$ cat src/rtl/max7219_display.sv
// Drives a daisy chain of MAX7219 7-segment drivers over 3-wire SPI: one init pass,
// then endless refresh of 8 hex digits per chip from a snapshot of the frame bytes.
module max7219_display #(
    parameter int NUM_CASCADES = 2,
    parameter int INTENSITY    = 1,
    parameter int CLK_DIV      = 4
) (
    input  logic        sysclk,
    input  logic        reset,
    input  logic [7:0]  frame [4*NUM_CASCADES],
    output logic        spi_clk,
    output logic        dout,
    output logic        cs,
    output logic        stop,
    output logic [10:1] pin
);

    localparam int N  = 16 * NUM_CASCADES;
    localparam int NB = 4 * NUM_CASCADES;
    localparam int CW = $clog2(2 * CLK_DIV + 1);
    localparam int BW = $clog2(N + 1);

    localparam logic [CW-1:0] GAP_LAST  = CW'(2 * CLK_DIV - 1);
    localparam logic [CW-1:0] HALF_LAST = CW'(CLK_DIV - 1);
    localparam logic [BW-1:0] BITS_INIT = BW'(N - 1);
    localparam logic [3:0]    INT4      = 4'(INTENSITY);

    typedef enum logic [2:0] {
        S_GAP,
        S_START,
        S_LOW,
        S_HIGH,
        S_END
    } state_t;

    state_t        state;
    logic [CW-1:0] cnt;
    logic [BW-1:0] bits_left;
    logic [3:0]    cmd;
    logic          init_done;
    logic [N-1:0]  word;
    logic [N-1:0]  shreg;
    logic [7:0]    snap [NB];
    logic [7:0]    sel_byte;
    logic [2:0]    dsel;
    logic          half_done;
    logic          gap_done;
    logic          shift_now;

    function automatic logic [7:0] hex_font(input logic [3:0] nib);
        logic [7:0] seg;
        case (nib)
            4'h0: seg = 8'h7E;
            4'h1: seg = 8'h30;
            4'h2: seg = 8'h6D;
            4'h3: seg = 8'h79;
            4'h4: seg = 8'h33;
            4'h5: seg = 8'h5B;
            4'h6: seg = 8'h5F;
            4'h7: seg = 8'h70;
            4'h8: seg = 8'h7F;
            4'h9: seg = 8'h7B;
            4'hA: seg = 8'h77;
            4'hB: seg = 8'h1F;
            4'hC: seg = 8'h4E;
            4'hD: seg = 8'h3D;
            4'hE: seg = 8'h4F;
            default: seg = 8'h47;
        endcase
        return seg;
    endfunction

    assign half_done = (cnt == HALF_LAST);
    assign gap_done  = (state == S_GAP) && (cnt == GAP_LAST);
    assign shift_now = (state == S_HIGH) && half_done && (bits_left != '0);

    // Digit index counted from reg 8 (0) down to reg 1 (7); selects byte and nibble.
    assign dsel = 3'(4'd12 - cmd);

    // Chip k occupies word[16k +: 16]; the highest slice is shifted first and ends in the far chip.
    always_comb begin
        word     = '0;
        sel_byte = '0;
        for (int k = 0; k < NUM_CASCADES; k++) begin
            case (dsel[2:1])
                2'd0:    sel_byte = snap[4*k];
                2'd1:    sel_byte = snap[4*k+1];
                2'd2:    sel_byte = snap[4*k+2];
                default: sel_byte = snap[4*k+3];
            endcase
            case (cmd)
                4'd0:    word[16*k +: 16] = 16'h0C01;
                4'd1:    word[16*k +: 16] = 16'h0900;
                4'd2:    word[16*k +: 16] = 16'h0B07;
                4'd3:    word[16*k +: 16] = {12'h0A0, INT4};
                4'd4:    word[16*k +: 16] = 16'h0F00;
                default: word[16*k +: 16] = {4'h0, cmd - 4'd4,
                             hex_font(dsel[0] ? sel_byte[3:0] : sel_byte[7:4])};
            endcase
        end
    end

    always_ff @(posedge sysclk or posedge reset) begin
        if (reset) begin
            state     <= S_GAP;
            cnt       <= '0;
            bits_left <= '0;
            cmd       <= '0;
            init_done <= 1'b0;
            spi_clk   <= 1'b0;
            dout      <= 1'b0;
            cs        <= 1'b1;
            stop      <= 1'b1;
        end else begin
            case (state)
                S_GAP: begin
                    if (gap_done) begin
                        cnt   <= '0;
                        state <= S_START;
                    end else begin
                        cnt <= cnt + 1'b1;
                    end
                end
                S_START: begin
                    cs        <= 1'b0;
                    stop      <= 1'b0;
                    dout      <= word[N-1];
                    bits_left <= BITS_INIT;
                    cnt       <= '0;
                    state     <= S_LOW;
                end
                S_LOW: begin
                    if (half_done) begin
                        cnt     <= '0;
                        spi_clk <= 1'b1;
                        state   <= S_HIGH;
                    end else begin
                        cnt <= cnt + 1'b1;
                    end
                end
                S_HIGH: begin
                    if (half_done) begin
                        cnt     <= '0;
                        spi_clk <= 1'b0;
                        if (bits_left != '0) begin
                            dout      <= shreg[N-1];
                            bits_left <= bits_left - 1'b1;
                            state     <= S_LOW;
                        end else begin
                            state <= S_END;
                        end
                    end else begin
                        cnt <= cnt + 1'b1;
                    end
                end
                S_END: begin
                    if (half_done) begin
                        cnt   <= '0;
                        cs    <= 1'b1;
                        stop  <= 1'b1;
                        dout  <= 1'b0;
                        state <= S_GAP;
                        if (cmd == 4'd4) init_done <= 1'b1;
                        cmd <= (cmd == 4'd12) ? 4'd5 : cmd + 4'd1;
                    end else begin
                        cnt <= cnt + 1'b1;
                    end
                end
                default: state <= S_GAP;
            endcase
        end
    end

    // Datapath: frame snapshot taken just before the reg-1 word, and the outgoing shift register.
    always_ff @(posedge sysclk) begin
        if (gap_done && (cmd == 4'd5)) begin
            for (int i = 0; i < NB; i++) snap[i] <= frame[i];
        end
        if (state == S_START) begin
            shreg <= {word[N-2:0], 1'b0};
        end else if (shift_now) begin
            shreg <= {shreg[N-2:0], 1'b0};
        end
    end

    assign pin = {5'b00000, init_done, stop, cs, dout, spi_clk};

endmodule

$ cat config.mk
export PLATFORM = sky130hd
export DESIGN_NAME = max7219_display
export DESIGN_NICKNAME = d
export VERILOG_FILES = /design/src/rtl/max7219_display.sv
export SDC_FILE = /design/constraint.sdc
export NUM_CORES = 1
export LEC_CHECK = 0
export BUFFER_PORTS_ARGS = -buffer_cell sky130_fd_sc_hd__buf_2
export CAP_MARGIN = 20
export CORE_ASPECT_RATIO = 1.25
export CORE_MARGIN = 2
export CORE_UTILIZATION = 40
export DETAILED_ROUTE_END_ITERATION = 8
export SYNTH_ARGS = -nofsm -noshare
export SYNTH_HDL_FRONTEND = slang
export SYNTH_SLANG_ARGS = --single-unit
$ cat constraint.sdc
create_clock -name sysclk -period 7.1 [get_ports sysclk]
set_clock_uncertainty 0.2 [all_clocks]
set_input_delay 0.355 -clock sysclk [delete_from_list [all_inputs] [get_ports sysclk]]
set_output_delay 0.355 -clock sysclk [all_outputs]
set_load 0.005 [all_outputs]
# Word-level counts from Yosys, hierarchy flattened
# Memory sizes are Yosys's and may differ from the RTL's.
# Cells that the tools add are included.
[classes]
reduce_logical = 22
eq_ne = 19
add_sub_neg = 5
mux = 30
[ops]
columns = ["cell", "count"]
rows = [
  ["one-hot mux 12 bit (5 select lines)", 2],
  ["two-way mux 32 bit", 2],
  ["one-hot mux 8 bit (3 select lines)", 2],
  ["two-way mux 4 bit", 5],
  ["two-way mux 3 bit", 5],
  ["one-hot mux 3 bit (5 select lines)", 1],
  ["equality test 4 x 2 -> 1 bit (second input constant)", 3],
  ["equality test 4 x 3 -> 1 bit (second input constant)", 3],
  ["two-way mux 6 bit", 2],
  ["one-hot mux 4 bit (3 select lines)", 1],
  ["one-hot mux 6 bit (2 select lines)", 1],
  ["AND reduction 3 bit", 3],
  ["adder 4 x 1 -> 4 bit (second input constant)", 2],
  ["!= test 2 bit (second input constant)", 4],
  ["AND reduction 4 bit", 2],
  ["nonzero test 2 bit", 4],
  ["equality test 3 x 2 -> 1 bit (second input constant)", 2],
  ["two-way mux 1 bit", 6],
  ["nonzero test 3 bit", 2],
  ["nonzero test 6 bit", 1],
  ["subtractor 6 x 1 -> 6 bit (second input constant)", 1],
  ["equality test 4 x 1 -> 1 bit (second input constant)", 1],
  ["equality test 4 bit (second input constant)", 1],
  ["logical AND 1 bit", 4],
  ["other kinds (14)", 16],
]
[totals]
ram_bits = 64
n_memories = 3
mem_bits_ro = 224
register_bits = 52
inputBits = 66
elab_cells = 88
output_inout_bits = 14
[memory_table]
columns = ["memory", "depth", "width", "read_ports", "rd_clocked_by_memory_dff", "write_ports", "line_no", "source"]
rows = [
  ["(name not given)", 16, 7, 1, 0, 0, "52", "case (nib)"],
  ["(name not given)", 16, 7, 1, 0, 0, "52", ""],
  ["snap", 8, 8, 8, 0, 8, "43", "logic [7:0] snap [NB];"],
]

# Logic depth before layout (Yosys ltp)
# An unclocked memory read counts as a cell.
[logic_depth]
word_depth = 7
ltp_mapped = 16

# Worst setup path before layout
# Ideal clock, no wire load.
[synth_path]
path_kind = "reg-to-reg"
from = "reg cmd[2]"
to = "mem snap[0][0], enable pin"
arrival_ns = 5.390
setup_time_ns = 0.565
path_slack_ns = 0.946
path_stages_with_launch = 5
required_ns = 6.335
path_cell_list = "dfrtp_1 > clkbuf_1 > nor2b_1 > nand3_1 > nor3_1"
[synth_lines]
columns = ["element", "line_no", "source"]
rows = [
  ["start: declaration", "39", "logic [3:0] cmd;"],
  ["start signal: assignment", "164", "cmd <= (cmd == 4'd12) ? 4'd5 : cmd + 4'd1;"],
  ["end: declaration", "43", ""],
]

# Worst setup path in the final report
[layout_path]
from = "reg cmd[0]"
to = "reg shreg[20], data pin"
[layout_via]
elab_chain_len = 7
word_cells_on_any_way = 14
cone_classes = "1 x add/sub; 6 x eq/ne; 4 x mux; 2 x reduce/logical; 1 x memory"
[layout_rtl]
columns = ["element", "line_no", "source"]
rows = [
  ["subtractor 3 bit", "78", "assign dsel = 3'(4'd12 - cmd);"],
  ["equality test 2 bit (tied with other cells)", "85", "case (dsel[2:1])"],
  ["one-hot mux 8 bit (3 select lines)", "85", ""],
  ["two-way mux 4 bit", "98", "hex_font(dsel[0] ? sel_byte[3:0] : sel_byte[7:4])};"],
  ["memory read (16 x 7 bit)", "-", ""],
  ["one-hot mux 12 bit (5 select lines) (*)", "91", "case (cmd)"],
  ["two-way mux 32 bit (*)", "179", "if (state == S_START) begin"],
  ["end signal: assignment", "180", "shreg <= {word[N-2:0], 1'b0};"],
  ["end signal: assignment", "182", "shreg <= {shreg[N-2:0], 1'b0};"],
  ["end: declaration", "42", "logic [N-1:0] shreg;"],
]
# Mark *: on every way between the ends. The rest lies on a longest branch, timed or not.
# A chain may end at the register's enable or synchronous reset.

==> run metrics <==
fraction of the mapped netlist area in simple logic gates 10.26%; main area contributors after synthesis edfxtp_1 (51%), dfrtp_1 (8.9%), mux4_2 (5.6%); CP max FO 18; CP Data Required Time 7150 ps; Startpoint Class register; max cap viols 0; Slew @ Worst Pin 884.9 ps; hold crit path type reg -> reg; WL final 12100 um; Core Area 13750 um2; Synth Register Bits 116; max-slew violation count 0; CP Capture Type register; share of cells above drive strength 1 22.24%; PD cells 219.4 nW/um2; Syn-to-layout area delta 29.68%; vias in the first global route 3933; initial DRC count 214; nets 649; first-pass GRT wire length 19680 um; warnings from Yosys 0; Worst-Skew Late Latency 410 ps; Hold Vio Cnt, Final 0; CTS Root Cell clkbuf_16; Sum Neg Setup Slack 0 ps; Critical Path AT 4690 ps; Port Buffer Count 74; Die H 136.6 um; gr usage total 17.45%; Synth Instances 438; grt ovf 0; Reg clk slew, reported paths 60 ps; ys async rst share 18.10%; drt first pass iters 5; Starting Density 40.89%; CTS Buf Count 17; Primary FF master, synth edfxtp_1; I/O pins 80; largest family of logic cells by synthesized area simple AND/OR/NAND/NOR gates; Final HPWL DP 7418 um; Final GP Congestion 0.8290; final period utilization 65.25%; full die area 15030 um2; peak supply drop 0.0001525 V; Rel. slew slack 39.32%; clock sink count 116; leak pwr 2.784 nW; via count 3927; fillers 1151; crit path time final 4633 ps; status completed; Rows 48; largest net degree at the start of global routing 65; Via density 5.201; final setup violation count 0; Yosys top cell area share 50.72%; type of the worst setup path reg -> reg; initial antenna violation count 0; number of enable flip-flop cells after synthesis 95; Synth area leader edfxtp_1; Mean Syn Cell Area 12.84 um2; H-tree depth 4; register area share after synthesis 60.09%; hold depth 2; Reg2Reg Depth 7; Die X 110.1 um; ANT cells 0; Longest Clk Path Bufs 2; Post-Synth XOR/XNOR Area 1.424%; RSZ-0062 raised after global routing false; cell area after synthesis 5624 um2; fin util 53.03%; DRC Markers 0; Unique masters post-synth 54; Post-Synth Adder-Cell Area 3.560%; routed len/inst 16.02 um; CTS tree built; Routed Antenna Nets 0; post-synthesis mux area share 9.922%; post-synthesis compound-gate area fraction 10.12%; maximum clock rate 215.9 MHz
per-stage QoR:
step / instances / cell area, um2 / setup slack, ps / hold WS, ps / power [mW]
finish: 755 / 7293 / 2467 / 303.3 / 1.600
global route: 755 / 7293 / 2008 / 339.3 / 1.647
CTS: 755 / 7293 / 2426 / 310.9 / 1.611
detailed placement: 658 / 6075 / 2445 / 298.3 / 0.7688
global placement: 658 / 6075 / 2534 / 281.5 / 0.7682
floorplan: 442 / 5639 / 945.7 / 130.8 / 0.7519
cell usage after synthesis, types with 11 or more instances:
cell type	count
nand3_1	11
dfrtp_1	20
mux4_2	14
o21ai_0	25
nand2_1	33
edfxtp_1	95
a21oi_1	20
ha_1	16
clkbuf_1	14
inv_1	19
mux2i_1	18
buf_4	12
nor2_1	30
power breakdown:
group	leakage (nW)	total [mW]	switching, mW	internal, mW
logic	1.45	0.0507	0.0150	0.0357
clock network	0.267	0.815	0.302	0.514
registers	1.07	0.734	0	0.734
total	2.78	1.60	0.316	1.28
layout by cell type, fill, tap and decap left out, types with 3 or more instances in the layout:
cell,count
a21oi_1,19
a221oi_1,4
a22oi_1,4
a31oi_1,3
a32o_1,3
and2_1,10
and3_1,5
buf_2,74
clkbuf_16,17
clkinv_2,3
clkinvlp_4,4
conb_1,5
dfrtp_1,20
dlygate4sd3_1,65
edfxtp_1,95
ha_1,16
inv_1,19
mux2i_1,18
mux4_2,14
nand2_1,33
nand2b_1,8
nand3_1,11
nor2_1,30
nor2b_1,4
nor3_1,6
nor3b_1,3
o21a_1,9
o21ai_0,25
o22ai_1,3
o31ai_1,5
xor2_1,5
path summary, 6_finish.rpt:
check	start	slack (ps)	to
worst max-delay path	cmd[0]	2470	shreg[20]
worst min-delay path	dout	300	dout
worst max register to register	cmd[0]	2470	shreg[20]
worst min register to register	dout	300	dout
max in group asynchronous	reset	5680	bits_left[4]
min in group asynchronous	reset	480	cmd[0]
flip-flops by register name, summed over array words and instances, names as in the netlist:
register and count:
spi_clk 1, shreg 31, state 3, cmd 4, init_done 1, cnt 4
stop 1, dout 1, snap 64, bits_left 6
kinds of logic after synthesis:
| kind of cell | Yosys count |
|---|---|
| xor gates and xnor gates | 7 |
| and+or+nand+nor | 119 |
| adders and majority gates | 16 |
| AOI/OAI and AO/OA | 89 |
| other | 1 |
| buffers and inverters | 54 |
| muxes | 36 |
| DFF | 116 |
worst max-delay path, stage by stage, from the launching register on:
cell	delay (ps)
dfrtp_1	650
inv_1	430
ha_1	500
xnor2_4	650
mux4_2	580
mux2i_1	710
mux4_2	600
o21ai_0	140
layout make-up:
cell class                      count  area, um2  area share, %
Clock buffer                       19      432.9          5.936
Inverter                           19      71.32         0.9779
Sequential cell                   116       3379          46.34
Clock inverter                     13      135.1          1.853
Multi-Input combinational cell    272       2019          27.69
Tap cell                          175      219.0          3.002
Timing Repair Buffer              141       1036          14.20
per-layer routing:
| metal | part of all wire, % | vias to the layer above | track usage [%] |
|---|---|---|---|
| met1 | 41 | 1913 | 21.29 |
| li1 | - | 1870 | - |
| met5 | 0 | - | 0 |
| met3 | 4.5 | 16 | 4.429 |
| met2 | 52 | 128 | 29.35 |
| met4 | 1.7 | 0 | 7.032 |
timing repair:
| item | in CTS | in global routing |
|---|---|---|
| hold endpoints to repair | 84 | 0 |
| setup buffers | 0 | 0 |
| resized for setup | 0 | 0 |
| hold buffers | 65 | 0 |
Power figures use the tool's default switching activity.
